### src/rtl/ralu_seq_pkg.sv
// Shared definitions for the RALU microsequencer: word layout, SEQ opcodes, store geometry.
// Latency: n/a (types, constants and a pure decode helper only).
// Backpressure: n/a.
package ralu_seq_pkg;

   // Store geometry
   localparam int UW    = 24;
   localparam int DEPTH = 32;
   localparam int AW    = 5;
   localparam int CW    = 4;

   // Microinstruction field positions, MSB to LSB
   localparam int S_MSB   = 23;
   localparam int S_LSB   = 20;
   localparam int M_BIT   = 19;
   localparam int P0_BIT  = 18;
   localparam int A_BIT   = 17;
   localparam int V_MSB   = 16;
   localparam int V_LSB   = 14;
   localparam int WR_BIT  = 13;
   localparam int ADR_MSB = 12;
   localparam int ADR_LSB = 10;
   localparam int ISR_BIT = 9;
   localparam int ISL_BIT = 8;
   localparam int SEQ_MSB = 7;
   localparam int SEQ_LSB = 5;
   localparam int TGT_MSB = 4;
   localparam int TGT_LSB = 0;

   // Datapath portion of the word (S down to ISL) is 16 bits wide
   localparam int DP_W = S_MSB - ISL_BIT + 1;

   // Sequencing opcodes
   typedef enum logic [2:0] {
      SEQ_NEXT  = 3'b000,
      SEQ_JMP   = 3'b001,
      SEQ_JC    = 3'b010,
      SEQ_JNC   = 3'b011,
      SEQ_LDCNT = 3'b100,
      SEQ_DJNZ  = 3'b101,
      SEQ_END   = 3'b110,
      SEQ_RSVD  = 3'b111
   } seq_op_t;

   // Sequencer states
   typedef enum logic {
      ST_IDLE = 1'b0,
      ST_RUN  = 1'b1
   } state_t;

   // RALU control word as presented on the outputs
   typedef struct packed {
      logic [3:0] s;
      logic       m;
      logic       p0;
      logic       a;
      logic [3:0] v;
      logic       wr;
      logic [2:0] adr;
      logic       isr;
      logic       isl;
   } ctrl_t;

   // Unpack the datapath slice (word bits S..ISL) into the control word.
   // v is only 3 bits in the word; the top output bit is always zero.
   function automatic ctrl_t decode_ctrl(input logic [DP_W-1:0] dp);
      ctrl_t c;
      c.s   = dp[S_MSB-ISL_BIT:S_LSB-ISL_BIT];
      c.m   = dp[M_BIT-ISL_BIT];
      c.p0  = dp[P0_BIT-ISL_BIT];
      c.a   = dp[A_BIT-ISL_BIT];
      c.v   = {1'b0, dp[V_MSB-ISL_BIT:V_LSB-ISL_BIT]};
      c.wr  = dp[WR_BIT-ISL_BIT];
      c.adr = dp[ADR_MSB-ISL_BIT:ADR_LSB-ISL_BIT];
      c.isr = dp[ISR_BIT-ISL_BIT];
      c.isl = dp[0];
      return c;
   endfunction

endpackage

### src/rtl/ralu_useq_mem.sv
// Microprogram store: DEPTH x UW words, one write port, one read port.
// Latency: write lands at the clock edge; read is combinational from the address.
// Backpressure: none; caller gates the write enable.
module ralu_useq_mem #(
   parameter int UW    = ralu_seq_pkg::UW,
   parameter int DEPTH = ralu_seq_pkg::DEPTH,
   parameter int AW    = ralu_seq_pkg::AW
) (
   input  logic          clk_i,
   input  logic          we_i,
   input  logic [AW-1:0] waddr_i,
   input  logic [UW-1:0] wdata_i,
   input  logic [AW-1:0] raddr_i,
   output logic [UW-1:0] rdata_o
);

   // Store is deliberately not reset so a microprogram survives rst_n_i
   logic [UW-1:0] mem [DEPTH];

   // Synchronous write
   always_ff @(posedge clk_i) begin
      if (we_i) begin
         mem[waddr_i] <= wdata_i;
      end
   end

   // Asynchronous read so the current word decodes in the same cycle
   assign rdata_o = mem[raddr_i];

endmodule

### src/rtl/ralu_seq.sv
// RALU microsequencer: IDLE/RUN FSM stepping a microprogram and issuing RALU control words.
// Latency: entry word issued the cycle after start_i; done_o pulses the cycle after END.
// Backpressure: none; start_i and store writes are only honoured while idle.
module ralu_seq #(
   parameter int UW    = ralu_seq_pkg::UW,
   parameter int DEPTH = ralu_seq_pkg::DEPTH
) (
   input  logic          clk_i,
   input  logic          rst_n_i,
   input  logic          start_i,
   input  logic [4:0]    entry_i,
   input  logic          abort_i,
   input  logic          P4_i,
   input  logic          uc_we_i,
   input  logic [4:0]    uc_addr_i,
   input  logic [UW-1:0] uc_data_i,
   output logic          busy_o,
   output logic          done_o,
   output logic [3:0]    S_o,
   output logic          M_o,
   output logic          P0_o,
   output logic          A_o,
   output logic [3:0]    v_o,
   output logic          wr_o,
   output logic [2:0]    adr_o,
   output logic          ISR_o,
   output logic          ISL_o
);

   import ralu_seq_pkg::*;

   state_t          state;
   logic [AW-1:0]   upc;
   logic [CW-1:0]   cnt;
   logic            done_q;

   logic [UW-1:0]   word;
   seq_op_t         seq;
   logic [AW-1:0]   tgt;
   logic [AW-1:0]   upc_inc;
   logic [CW-1:0]   cnt_dec;
   logic            run;
   logic            store_we;
   ctrl_t           ctrl;

   // Writes while running are dropped so the live program cannot change under us
   assign store_we = uc_we_i && (state == ST_IDLE);

   ralu_useq_mem #(
      .UW    (UW),
      .DEPTH (DEPTH),
      .AW    (AW)
   ) u_mem (
      .clk_i   (clk_i),
      .we_i    (store_we),
      .waddr_i (uc_addr_i),
      .wdata_i (uc_data_i),
      .raddr_i (upc),
      .rdata_o (word)
   );

   // Field extraction and next-address helpers
   assign run     = (state == ST_RUN);
   assign seq     = seq_op_t'(word[SEQ_MSB:SEQ_LSB]);
   assign tgt     = word[TGT_MSB:TGT_LSB];
   assign upc_inc = upc + 5'd1;
   assign cnt_dec = cnt - 4'd1;

   // Control word decodes straight from the current word; forced to NOP when idle
   always_comb begin
      ctrl = '0;
      if (run) begin
         ctrl = decode_ctrl(word[S_MSB:ISL_BIT]);
      end
   end

   assign busy_o = run;
   assign done_o = done_q;
   assign S_o    = ctrl.s;
   assign M_o    = ctrl.m;
   assign P0_o   = ctrl.p0;
   assign A_o    = ctrl.a;
   assign v_o    = ctrl.v;
   assign wr_o   = ctrl.wr;
   assign adr_o  = ctrl.adr;
   assign ISR_o  = ctrl.isr;
   assign ISL_o  = ctrl.isl;

   // Sequencer FSM: state, micro-PC, loop counter and the registered done pulse
   always_ff @(posedge clk_i or negedge rst_n_i) begin
      if (!rst_n_i) begin
         state  <= ST_IDLE;
         upc    <= '0;
         cnt    <= '0;
         done_q <= 1'b0;
      end else begin
         done_q <= 1'b0;
         case (state)
            ST_IDLE: begin
               if (start_i) begin
                  upc   <= entry_i;
                  state <= ST_RUN;
               end
            end
            ST_RUN: begin
               // Abort wins over whatever the current word asks for
               if (abort_i) begin
                  state <= ST_IDLE;
               end else begin
                  case (seq)
                     SEQ_NEXT: upc <= upc_inc;
                     SEQ_JMP:  upc <= tgt;
                     SEQ_JC:   upc <= P4_i ? tgt : upc_inc;
                     SEQ_JNC:  upc <= P4_i ? upc_inc : tgt;
                     SEQ_LDCNT: begin
                        cnt <= tgt[CW-1:0];
                        upc <= upc_inc;
                     end
                     SEQ_DJNZ: begin
                        // Counter wraps, so DJNZ at zero loops 15 more times
                        cnt <= cnt_dec;
                        upc <= (cnt_dec != '0) ? tgt : upc_inc;
                     end
                     default: begin
                        // END and the reserved code both finish the program
                        state  <= ST_IDLE;
                        done_q <= 1'b1;
                     end
                  endcase
               end
            end
            default: state <= ST_IDLE;
         endcase
      end
   end

endmodule

### config.mk
export PLATFORM = sky130hd
export DESIGN_NAME = ralu_seq
export DESIGN_NICKNAME = d
export VERILOG_FILES = /design/src/rtl/ralu_seq_pkg.sv /design/src/rtl/ralu_useq_mem.sv /design/src/rtl/ralu_seq.sv
export SDC_FILE = /design/constraint.sdc
export NUM_CORES = 1
export LEC_CHECK = 0
export ABC_AREA = 1
export BUFFER_PORTS_ARGS = -buffer_cell sky130_fd_sc_hd__buf_2
export CELL_PAD_IN_SITES_DETAIL_PLACEMENT = 2
export CELL_PAD_IN_SITES_GLOBAL_PLACEMENT = 2
export CORE_MARGIN = 2
export CORE_UTILIZATION = 30
export CTS_CLUSTER_DIAMETER = 120
export CTS_CLUSTER_SIZE = 25
export DETAILED_ROUTE_END_ITERATION = 6
export PLACE_DENSITY_LB_ADDON = 0.1
export SETUP_SLACK_MARGIN = 0.05
export SLEW_MARGIN = 10
export SYNTH_ARGS = -nofsm -noshare
export SYNTH_HDL_FRONTEND = slang
export SYNTH_SLANG_ARGS = --single-unit
### constraint.sdc
create_clock -name clk_i -period 4.8 [get_ports clk_i]
set_input_delay 0.96 -clock clk_i [delete_from_list [all_inputs] [get_ports clk_i]]
set_output_delay 0.96 -clock clk_i [all_outputs]
set_load 0.02 [all_outputs]
Yosys cells after proc, flatten, opt, wreduce, memory -nomap -nowiden
Memory sizes are Yosys's and may differ from the RTL's.
Index checks and enable logic that the tools add are counted.

operators by class
  reduce and logical (&&, ||, !) cells = 8
  magnitude comparators = 0
  add/sub/neg operators = 2
  muxes and demuxes = 18
  bitwise logic cells = 2
  eq/ne operators = 8
  div/mod/pow operators = 0
  $mul = 0
  shift-type cells = 0

operator list
  cell                                                                      count
  5-bit two-way mux                                                         5
  5-bit one-hot mux with 5 select lines                                     1
  17-bit two-way mux                                                        1
  5-bit one-hot mux with 2 select lines                                     1
  1-bit two-way mux                                                         8
  4-bit one-hot mux with 2 select lines                                     1
  3-bit by 2-bit equality test with 1-bit output (second input constant)    2
  3-bit equality test (second input constant)                               2
  6-bit by 2-bit inequality test with 1-bit output (second input constant)  1
  3-bit AND reduction                                                       2
  6-bit OR reduction                                                        1
  5-bit by 1-bit adder with 5-bit output (second input constant)            1
  2-bit inequality test (second input constant)                             2
  4-bit nonzero test                                                        1
  4-bit by 1-bit subtractor with 4-bit output (second input constant)       1
  3-bit by 1-bit equality test with 1-bit output (second input constant)    1
  3-bit logical NOT                                                         1
  1-bit inverter                                                            2
  1-bit one-hot mux with 2 select lines                                     1
  2-bit nonzero test                                                        1
  2-bit OR reduction                                                        1
  1-bit logical AND                                                         1

word-level totals
  latch bits = 0
  output and inout port bits = 19
  bits in read-only memories = 0
  register bits = 11
  bits in writable memories = 768
  memories kept = 1

memory list
  memory     words  bits a word  read ports  clocked after memory_dff  write ports  RTL line             source
  u_mem.mem  32     24           1           0                         1            ralu_useq_mem.sv:18  logic [UW-1:0] mem [DEPTH];

Logic depth before layout (Yosys ltp)
Gate-level depths: netlist of the first run.

  depth after elaboration = 6
  depth in mapped cells = 17
  depth with buffers taken out = 16

Hierarchy
From an unflattened synthesis of the first run, not the netlist that was laid out.

second synthesis, totals
  cells, all modules = 2842
  area total of the unflattened synthesis = 32443.6 sq um

modules (own cells, without submodules)
  module         area an instance (sq um)  cells an instance  sequential area each (sq um)  times used
  ralu_useq_mem  31280.0                   2641               23062.1                       1
  ralu_seq       1163.6                    201                275.3                         1

Least setup slack after synthesis of the first run
OpenSTA, ideal clock, no wires.

  path type = register -> output
  start point = register upc[0]
  end point = output port S_o[0]
  setup slack = 1.721 ns
  required time = 3.840 ns
  data arrival time = 2.119 ns
  cell stages (with the launch flop) = 10
  path through = dfrtp_1 > inv_2 > buf_4 > buf_6 > buf_6 > clkbuf_1 > nor2_1 > o221ai_1 > a31oi_1 > a221oi_1

between the ends
  cells in the longest elaborated chain, start to end = 2

RTL lines
  item                      RTL line         source
  start: declaration        ralu_seq.sv:33   logic [AW-1:0] upc;
  start signal: assignment  ralu_seq.sv:101  upc <= entry_i;
  start signal: assignment  ralu_seq.sv:111  SEQ_NEXT: upc <= upc_inc;
  start signal: assignment  ralu_seq.sv:112  SEQ_JMP: upc <= tgt;
  memory 32 x 24 bit        -
  17-bit two-way mux        ralu_seq.sv:72   if (run) begin
  end: declaration          ralu_seq.sv:19   output logic [3:0] S_o,

Every way passes these cells.

Final worst setup path of the first run
  start point = register upc[0]
  end point = output port ISR_o

between the ends
  cells in the longest elaborated chain, start to end = 2

RTL lines
  item                RTL line        source
  memory 32 x 24 bit  -
  17-bit two-way mux  ralu_seq.sv:72
  end: declaration    ralu_seq.sv:26  output logic ISR_o,

Every way passes these cells.

==> key figures, run 1 <==
Pwr
  – Logic pwr share: between 40% and 50%
  – Pwr dens: 549.9 mW/mm^2
  – Peak VDD IR: 525.4 uV
  – Leakage: 0.01167 uW
  – Switching fraction of total power: approximately two fifths
  – Power Internal: ~11000 uW
  – P_sw: just over 8000 uW
  – Clock Power Share: 19.7%
  – Flop pwr share: 39.6%

Detailed routing
  – Routed vias/inst: 5.221
  – DRC Markers: 0
  – Post-route ant nets: 0
  – Starting DRT DRC Count: roughly 1.4k
  – Vias: 20.71k
  – Drt pass-1 iters: 5
  – Wirelength per Cell: 27.68 um
  – Wirelength, routed: 109800 um

Cells and area
  – Area of the multi-input gates: between 0.007 and 0.008 sq mm
  – Final #Nets: 2605
  – Core Util, Final: 33.43%
  – Area Growth Syn to Fin: 10.39%
  – Fillers: 10.92k
  – Layout cells sized above 1: 9.557%
  – FF+latch area: 0.02335 sq mm

Worst setup path
  – Worst-path maximum fanout: 99
  – CP startpoint: upc[0]
  – Crit path capture type: output port
  – FF-to-FF End: upc[1]
  – Crit path kind: reg -> out
  – FF-to-FF path depth: 16
  – Crit path to: ISR_o
  – Critical Path RT: 3840 ps
  – Crit path DAT: 3550 ps
  – Reg2reg setup slack: between 1000 and 1500 ps
  – Crit start category: flop
  – Reg2reg start: upc[0]

Place
  – Final RePlAce weighted congestion: 0.7374
  – DPL Wire Length: between 60000 and 70000 um
  – Port-buffer cells: 57
  – Placement Setup Slack: 844.4 ps

STA
  – Maximum clock rate: 221.8 MHz
  – Fin crit share: between 90% and 100%
  – Setup TNS: 0 ps
  – Max Clock Skew: 25.45 ps
  – Shortest period the worst path allows: 4509 ps
  – Final hold violation count: 0
  – Slew margin rel.: 17.71%
  – Slew at the pin closest to its max-slew limit: 1234 ps
  – RSZ-0062 raised after global routing: no
  – Final Slew Violations: 0
  – Fin Hold WS: 215.9 ps
  – Final worst slack: 291.3 ps
  – Final setup violation count: 0

Synth
  – Top cells by area, synth: edfxtp_1 72%, nand2_1 4.4%, nand3_1 4.3%, o21ai_0 4.2%, nor2_1 4.1%
  – Top post-synthesis cells by count: 768 x edfxtp_1, 371 x nand2_1, 346 x nor2_1
  – Post-Syn Nets: 2599
  – Number of synthesized flops with an enable pin: 768
  – Syn_area_per_cell: 12.47 sq um
  – Dominant synthesized flop cell: edfxtp_1
  – Synth cell types: 31
  – Synth area leader: edfxtp_1
  – Seq cells post-synth: 779
  – Yosys top cell area share: between 70 and 80%
  – Most common cell in the synthesized netlist: edfxtp_1
  – Cells after synthesis: 2556
  – Post-synth ARST share: 1.412%
  – Register area share after synthesis: 73.22%
  – Synth warnings: 0
  – Netlist Area Pre-Place: around 0.032 sq mm

CTS
  – TritonCTS clock tree: done
  – Clk buf depth: 3
  – Clock slew at reported path FFs: 110 ps
  – CTS Buf Count: 37
  – Root Driver: clkbuf_16
  – Postcts setup bufs: 0
  – H-tree depth: 2
  – CTS-repair resized insts: 0
  – Insertion delay to the later sink of the worst-skew pair: 630 ps
  – Clock sink count: roughly 780
  – Hold Buf Count CTS: 0

Die
  – Die Width: 330.0 um
  – Initial Util: a little under a third
  – DIE HEIGHT: ~330 um
  – Core ar.: 0.1053 sq mm
  – Die footprint: 0.1089 sq mm
  – # IOs: approximately 60
  – Row count: 119

Worst hold path
  – Hold WC Path Type: in -> async

Global route
  – GRT Overall Usage: between 20% and 30%
  – First-pass GRT wire length: 159200 um
  – Number of antenna violations at the first check in global routing: 3
  – Largest net degree at the start of global routing: 225
  – Vias in the first global route: 22.66k
  – Global route overflow: 0

Outcome
  – Status: completed

Run
  – Max-cap viol count: 0
==> registers in the layout, indices dropped and copies added (netlist names) <==
name,cells
busy_o,1
cnt,4
done_o,1
u_mem.mem,768
upc,5
==> routing by layer <==
metal,GRT usage [%],vias up,wire length (um)
met1,26.96,11180,50150
met2,35.80,231,55530
met4,3.271,0,1417
met3,1.928,69,2701
li1,-,9230,-
met5,0,-,0
==> per-stage QoR <==
step | total power [uW] | std cells | instance area, sq um
floorplan | 12830 | 2556 | 31870
global placement | 15650 | 3914 | 34100
detailed placement | 15860 | 3914 | 34100
CTS | 19680 | 3965 | 35180
global route | 20560 | 3965 | 35180
finish | 19350 | 3967 | 35190
==> cell families after synthesis <==
family          synth area share [%]
buf+inv                        4.310
flops                          73.22
fa+ha+maj                     0.1178
simple gates                   13.18
xor+xnor                      0.1374
other cells                  0.01177
compound gates                 9.021
==> power by group through the flow <==
stage / sequential [uW] / combinational (uW) / clock, uW
2_1_floorplan: 7770 / 5060 / 0
3_3_place_gp: 7810 / 7840 / 0
3_5_place_dp: 7820 / 8040 / 0
4_1_cts: 7660 / 8070 / 3950
5_1_grt: 7670 / 8760 / 4120
6_report: 7660 / 7870 / 3820
==> critical path, cell delays in order (launching register included) <==
cell      delay [ps]
dfrtp_4          550
inv_8            520
buf_12           310
nor2_1            80
o22ai_1          170
nor2_1            70
o311ai_1         740
nand2_1          120
a21oi_1          170
buf_2            190
==> cells in the final DEF (no fill, tap or decap), drive strengths merged <==
cell type	Yosys	final
a21boi	1	1
diode	0	2
xor2	5	5
clkbuf	66	45
dfrtp	11	11
a221oi	6	6
o221ai	103	103
buf	103	136
ha	3	3
bufinv	0	2
o311ai	4	4
nand3	277	277
a31oi	22	22
nor2	347	347
a21oi	18	18
or2	16	16
clkinv	2	5
edfxtp	768	768
conb	1	1
inv	123	124
o21ai	272	272
o211ai	12	12
o22ai	25	25
nand2	371	371
==> how the worst min path moves through the flow <==
stage,from,endpoint
3_3_place_gp,cnt[3],cnt[3]
3_5_place_dp,cnt[3],cnt[3]
6_report,rst_n_i,upc[3]
4_1_cts,rst_n_i,cnt[2]
5_1_grt,rst_n_i,cnt[2]
2_1_floorplan,cnt[3],cnt[3]
==> final cells by class <==
class	instances	share of cell area (%)
Antenna cell	2	0.01422
Clock buffer	45	2.838
Clock inverter	6	0.2489
Inverter	125	1.380
Multi-Input combinational cell	1483	21.04
Sequential cell	779	66.36
Tap cell	1391	4.946
Timing Repair Buffer	136	3.172
Power figures use the tool's default switching activity.
==> run 2: changes to the inputs <==
--- a/config.mk
+++ b/config.mk
@@ -11,8 +11,8 @@
 export CELL_PAD_IN_SITES_GLOBAL_PLACEMENT = 2
 export CORE_MARGIN = 2
 export CORE_UTILIZATION = 30
+export CTS_BUF_LIST = sky130_fd_sc_hd__clkbuf_4
 export CTS_CLUSTER_DIAMETER = 120
-export CTS_CLUSTER_SIZE = 25
 export DETAILED_ROUTE_END_ITERATION = 6
 export PLACE_DENSITY_LB_ADDON = 0.1
 export SETUP_SLACK_MARGIN = 0.05
==> constraint.sdc (replaced) <==
create_clock -name clk_i -period 4.8 [get_ports clk_i]
set_input_delay 0.48 -clock clk_i [delete_from_list [all_inputs] [get_ports clk_i]]
set_output_delay 0.48 -clock clk_i [all_outputs]
set_load 0.02 [all_outputs]
==> key figures, run 2 (synthesized netlist as in run 1, its figures left out) <==
CTS
  – Clock slew at reported path FFs: 60 ps
  – Clk buf depth: 3
  – H-tree depth: 4
  – Clock sink count: a little under 800
  – Insertion delay to the later sink of the worst-skew pair: 1060 ps
  – Hold Buf Count CTS: 41
  – CTS-repair resized insts: 0
  – Root Driver: clkbuf_4
  – Postcts setup bufs: 0
  – CTS Buf Count: about 220
  – TritonCTS clock tree: done

Global route
  – GRT Overall Usage: a little over a fifth
  – Largest net degree at the start of global routing: 198
  – Global route overflow: 0
  – Vias in the first global route: between 20k and 25k
  – Number of antenna violations at the first check in global routing: 2
  – First-pass GRT wire length: 165700 um

Cells and area
  – Layout cells sized above 1: 18.02%
  – Number of flip-flops in the largest register: 768
  – Most common cell after layout, fill and taps aside: edfxtp_1
  – Reg with most FFs: u_mem.mem
  – Fillers: 10.98k
  – Finished Layout Cells: approximately 4.3k
  – Area of the multi-input gates: 0.007402 sq mm
  – Biggest regs: u_mem.mem (768), upc (5), cnt (4)
  – Most frequent cells in the layout: 768 x edfxtp_1, 371 x nand2_1, 326 x clkbuf_4
  – Area Growth Syn to Fin: 16.96%
  – FF+latch area: 0.02335 sq mm
  – Final #Nets: around 2.8k

Worst setup path
  – Crit path capture type: output port
  – Crit path kind: reg -> out
  – Most used cell, CP: nand3_1
  – Slowest stage cell, crit path: buf_12
  – Crit path DAT: between 3000 and 4000 ps
  – Crit-path max cell delay: 590 ps
  – Worst-path maximum fanout: 197
  – Critical path cell sequence: buf_12 > o21ai_0 > o221ai_1 > nand3_1 > nand3_1 > nand2_1 > a31oi_1 > buf_2
  – Critical Path RT: 4320 ps
  – Crit start category: flop

STA
  – Final setup violation count: 0
  – Max Clock Skew: 48.34 ps
  – Maximum clock rate: 232.7 MHz
  – Fin crit share: 89.51%
  – Shortest period the worst path allows: 4297 ps
  – Setup TNS: 0 ps
  – Slew margin rel.: 29.20%
  – RSZ-0062 raised after global routing: no
  – Final Slew Violations: 0
  – Final hold violation count: 0
  – Slew at the pin closest to its max-slew limit: approximately 1100 ps

Run
  – Max-cap viol count: 0

Die
  – Die Width: 330.0 um
  – DIE HEIGHT: 330.0 um
  – Row count: 119
  – Core ar.: 0.1053 sq mm
  – Initial Util: roughly 30%
  – # IOs: a little under 60
  – Die footprint: around 0.11 sq mm

Detailed routing
  – Vias: 22.05k
  – Routed vias/inst: 5.094
  – DRC Markers: 0
  – Starting DRT DRC Count: 1221
  – Drt pass-1 iters: 5
  – Wirelength per Cell: 25.91 um
  – Wirelength, routed: 112200 um
  – Post-route ant nets: 0

Worst hold path
  – Hold WC Path Type: in -> reg

Place
  – Port-buffer cells: 57
  – DPL Wire Length: 61190 um
  – Final RePlAce weighted congestion: 0.7298
  – Inst Count DP: 3899

Pwr
  – Flop pwr share: 35.7%
  – Power Internal: 12980 uW
  – Clock Power Share: 28.0%
  – Pwr dens: 581.1 mW/mm^2
  – Final Power: 21660 uW
  – Logic pwr share: 36.2%
  – Peak VDD IR: between 600 and 700 uV
  – P_sw: 8680 uW
  – Leakage: 0.01291 uW
  – Switching fraction of total power: about two fifths

Outcome
  – Status: completed
[run 2: cell types whose count changed in the layout (fill, tap and decap cells not counted), moves of 4 or more]
cell           before  now
dlygate4sd3_1       0   41
clkinv_1            3   47
buf_12             19   29
clkinvlp_4          0    4
clkbuf_16          39    0
buf_4              60   35
clkbuf_4            0  326
clkbuf_1            6    0
clkinv_2            1    7
[run 2: critical path: cells and delay by family (launching register included)]
| kind | cells | cell delay [ps] |
|---|---|---|
| compound gates | 3 | 800 |
| flops | 1 | 510 |
| buf+inv | 2 | 830 |
| simple gates | 3 | 360 |
[run 2: cell type report]
cell class	count	share of cell area [%]
antenna	2	0.01343
clock buffer	326	6.565
clock inverter	61	0.8290
inverter	125	1.302
multi-input combinational	1483	19.86
sequential	779	62.64
tap	1391	4.669
timing repair buffer	162	4.128
[run 2: power by group through the flow]
stage / Clock (uW) / Sequential, uW / Combinational (uW)
5_1_grt: 6680 / 7750 / 8790
3_3_place_gp: 0 / 7880 / 7740
6_report: 6070 / 7740 / 7850
2_1_floorplan: 0 / 7770 / 5060
4_1_cts: 6310 / 7750 / 8060
3_5_place_dp: 0 / 7890 / 7950
[run 2: worst paths after layout]
check | startpoint | end | slack, ps | depth (start not counted)
setup / recovery | upc[0] | adr_o[1] | 500 | 8
hold / removal | uc_addr_i[2] | u_mem.mem[30][19] | 260 | 3
setup reg to reg | upc[0] | upc[4] | 660 | 16
hold reg to reg | cnt[3] | cnt[3] | 560 | 2
max in group asynchronous | rst_n_i | upc[0] | 3660 | 3
min in group asynchronous | rst_n_i | done_o | 560 | 3
[run 2: stage by stage]
step                util (%)  area [sq um]  hold slack, ps  worst slack (ps)
detailed placement     32.40         34110           426.2              1275
finish                 35.41         37280           256.8             503.5
floorplan                  -         31870           184.4              2201
global route           35.41         37280           147.1             143.8
CTS                    35.41         37270           84.19             272.8
global placement       32.40         34110           414.5              1266
[run 2: metal layers]
metal | GRT usage (%) | wire length (um) | part of all wire, %
met4 | 5.919 | 2060 | 1.8
met3 | 3.549 | 3674 | 3.3
met5 | 0 | 0 | 0
met2 | 35.94 | 55950 | 50
met1 | 27.10 | 50470 | 45
==> run 3: changes to the inputs <==
--- a/config.mk
+++ b/config.mk
@@ -15,6 +15,7 @@
 export CTS_CLUSTER_DIAMETER = 120
 export DETAILED_ROUTE_END_ITERATION = 6
 export PLACE_DENSITY_LB_ADDON = 0.1
+export REMOVE_ABC_BUFFERS = 1
 export SETUP_SLACK_MARGIN = 0.05
 export SLEW_MARGIN = 10
 export SYNTH_ARGS = -nofsm -noshare
==> constraint.sdc (replaced) <==
create_clock -name clk_i -period 4.8 [get_ports clk_i]
set_input_delay 0 -clock clk_i [delete_from_list [all_inputs] [get_ports clk_i]]
set_output_delay 0 -clock clk_i [all_outputs]
set_load 0.02 [all_outputs]
==> key figures, run 3 (synthesized netlist as in run 1, its figures left out) <==
Place
  – Placement Setup Slack: 1150 ps
  – Placed cell areas: 0.03381 sq mm
  – DPL Wire Length: 65380 um
  – Final RePlAce weighted congestion: 0.7663
  – Inst Count DP: roughly 3.9k
  – Port-buffer cells: 57

STA
  – Fin crit share: 92.06%
  – Slew margin rel.: 16.93%
  – RSZ-0062 raised after global routing: no
  – Maximum clock rate: ~230 MHz
  – Slew at the pin closest to its max-slew limit: 1243 ps
  – Final worst slack: 381.0 ps
  – Fin Hold WS: approximately 140 ps
  – Max Clock Skew: around 72 ps
  – Shortest period the worst path allows: 4419 ps
  – Final hold violation count: 0
  – Final setup violation count: 0
  – Final Slew Violations: 0

Cells and area
  – Area Growth Syn to Fin: 18.76%
  – Area of the multi-input gates: 0.007402 sq mm
  – Number of flip-flops in the largest register: 768
  – Biggest regs: u_mem.mem (768), upc (5), cnt (4)
  – Reg with most FFs: u_mem.mem
  – Most frequent cells in the layout: 768 x edfxtp_1, 371 x nand2_1, 315 x clkbuf_4
  – Finished Layout Cells: ~4.4k
  – Final #Nets: about 2.9k
  – Final Cell Area: 0.03785 sq mm
  – Layout cells sized above 1: 17.86%
  – Fillers: 11.00k
  – FF+latch area: 0.02335 sq mm
  – Most common cell after layout, fill and taps aside: edfxtp_1

Global route
  – Global route overflow: 0
  – Vias in the first global route: 24.66k
  – First-pass GRT wire length: 173500 um
  – GRT busiest layer: met2
  – Largest net degree at the start of global routing: ~170
  – Met3 Track Usage GR: 3.693%
  – GRT Overall Usage: 22.07%
  – Met1 Use GR: 29.43%
  – Number of antenna violations at the first check in global routing: 6
  – Met2 Use GR: 37.18%

CTS
  – Clock sink count: just under 800
  – CTS-repair resized insts: 0
  – CTS Buf Count: 221
  – Insertion delay to the later sink of the worst-skew pair: 1130 ps
  – H-tree depth: 4
  – Clock slew at reported path FFs: ~60 ps
  – Root Driver: clkbuf_4
  – Clk buf depth: 3
  – TritonCTS clock tree: done

Pwr
  – Peak VDD IR: 379.5 uV
  – Pwr dens: about 590 mW/mm^2
  – Leakage: between 0.01 and 0.015 uW

Worst setup path
  – Crit path capture type: output port
  – Critical path cell sequence: inv_6 > buf_12 > buf_4 > o21ai_0 > o221ai_1 > nand3_1 > a221oi_2 > buf_2
  – CP delay by family, top: buffers and inverters
  – CP startpoint: upc[1]
  – Crit path to: P0_o
  – Crit path kind: reg -> out
  – Crit-path max cell delay: 690 ps
  – Critical Path RT: between 4000 and 5000 ps
  – Slowest stage cell, crit path: dfrtp_4
  – Crit start category: flop
  – Reg2reg start: upc[0]
  – Critical Path Stages: 8
  – Reg2reg setup slack: 490 ps
  – Crit path DAT: around 4400 ps
  – FF-to-FF End: upc[2]
  – Buf/Inv on CP: 4
  – FF-to-FF path depth: 15
  – Worst-path maximum fanout: 57

Die
  – Die Width: 330.0 um
  – Core ar.: 0.1053 sq mm
  – Initial Util: 30.28%
  – Row count: 119
  – DIE HEIGHT: 330.0 um
  – # IOs: 59
  – Die footprint: 0.1089 sq mm

Detailed routing
  – Starting DRT DRC Count: approximately 1.5k
  – DRC Markers: 0
  – Drt pass-1 iters: 7
  – Routed vias/inst: between 5 and 6
  – Wirelength per Cell: 27.01 um
  – Vias: between 20k and 25k
  – Wirelength, routed: between 100000 and 150000 um
  – Post-route ant nets: 0

Worst hold path
  – Hold path cells: 8
  – Hold WC Path Type: in -> reg

Outcome
  – Status: completed

Run
  – Max-cap viol count: 0
[run 3: power by group]
part           switching [uW]  internal (uW)
combinational            5920           2240
clock                    3040           3180
sequential                181           7590
total                    9140          13000
[run 3: worst min path at each step]
stage / from / end / slack, ps
after floorplan: rst_n_i / busy_o / -300
after global placement: rst_n_i / upc[1] / -80
after detailed placement: rst_n_i / done_o / -80
after CTS: P4_i / upc[4] / 10
after global routing: uc_data_i[3] / u_mem.mem[8][3] / 70
final: P4_i / upc[4] / 140
[run 3: final cells by class]
| class | count | area share, % |
|---|---|---|
| flip-flops and latches | 779 | 61.69 |
| inverters | 125 | 1.282 |
| clock buffers | 315 | 6.247 |
| repair buffers | 219 | 5.408 |
| clock inverters | 80 | 1.170 |
| well taps | 1391 | 4.598 |
| diodes | 8 | 0.05289 |
| multi-input cells | 1483 | 19.55 |
[run 3: worst reg2reg max path: stages, from the launching register on]
cell and delay, ps:
dfrtp_4 730, buf_4 770, nand2_1 250, nand3_1 190
nand3_1 90, nand2_1 90, nand2_1 80, nand2_1 100
nand2_1 50, nand2_1 150, nand2_1 150, a21boi_4 230
a21oi_1 80, dlygate4sd3_1 580, a21oi_1 130, dlygate4sd3_1 560
[run 3: what timing repair did]
| item | 4_1_cts | 5_1_grt |
|---|---|---|
| setup endpoints to repair | 0 | 0 |
| hold endpoints to repair | 1423 | 0 |
| hold buffers | 102 | 0 |
| buffers inserted | 0 | 0 |
[run 3: per-stage QoR]
| step | TNS [ps] | power, uW | util [%] |
|---|---|---|---|
| 2_1_floorplan | -229440 | 12380 | - |
| 3_3_place_gp | 0 | 15970 | 32.08 |
| 3_5_place_dp | 0 | 16060 | 32.12 |
| 4_1_cts | 0 | 22550 | 35.91 |
| 5_1_grt | 0 | 23590 | 35.96 |
| 6_report | 0 | 22160 | 35.96 |
[run 3: routing by layer]
metal  wire length (um)  vias up  part of all wire [%]
met5                  0        -                     0
met4               2083        0                   1.8
met3               3931      149                   3.3
met2              58460      451                    49
met1              54360    11810                    46
li1                   -    10010                     -
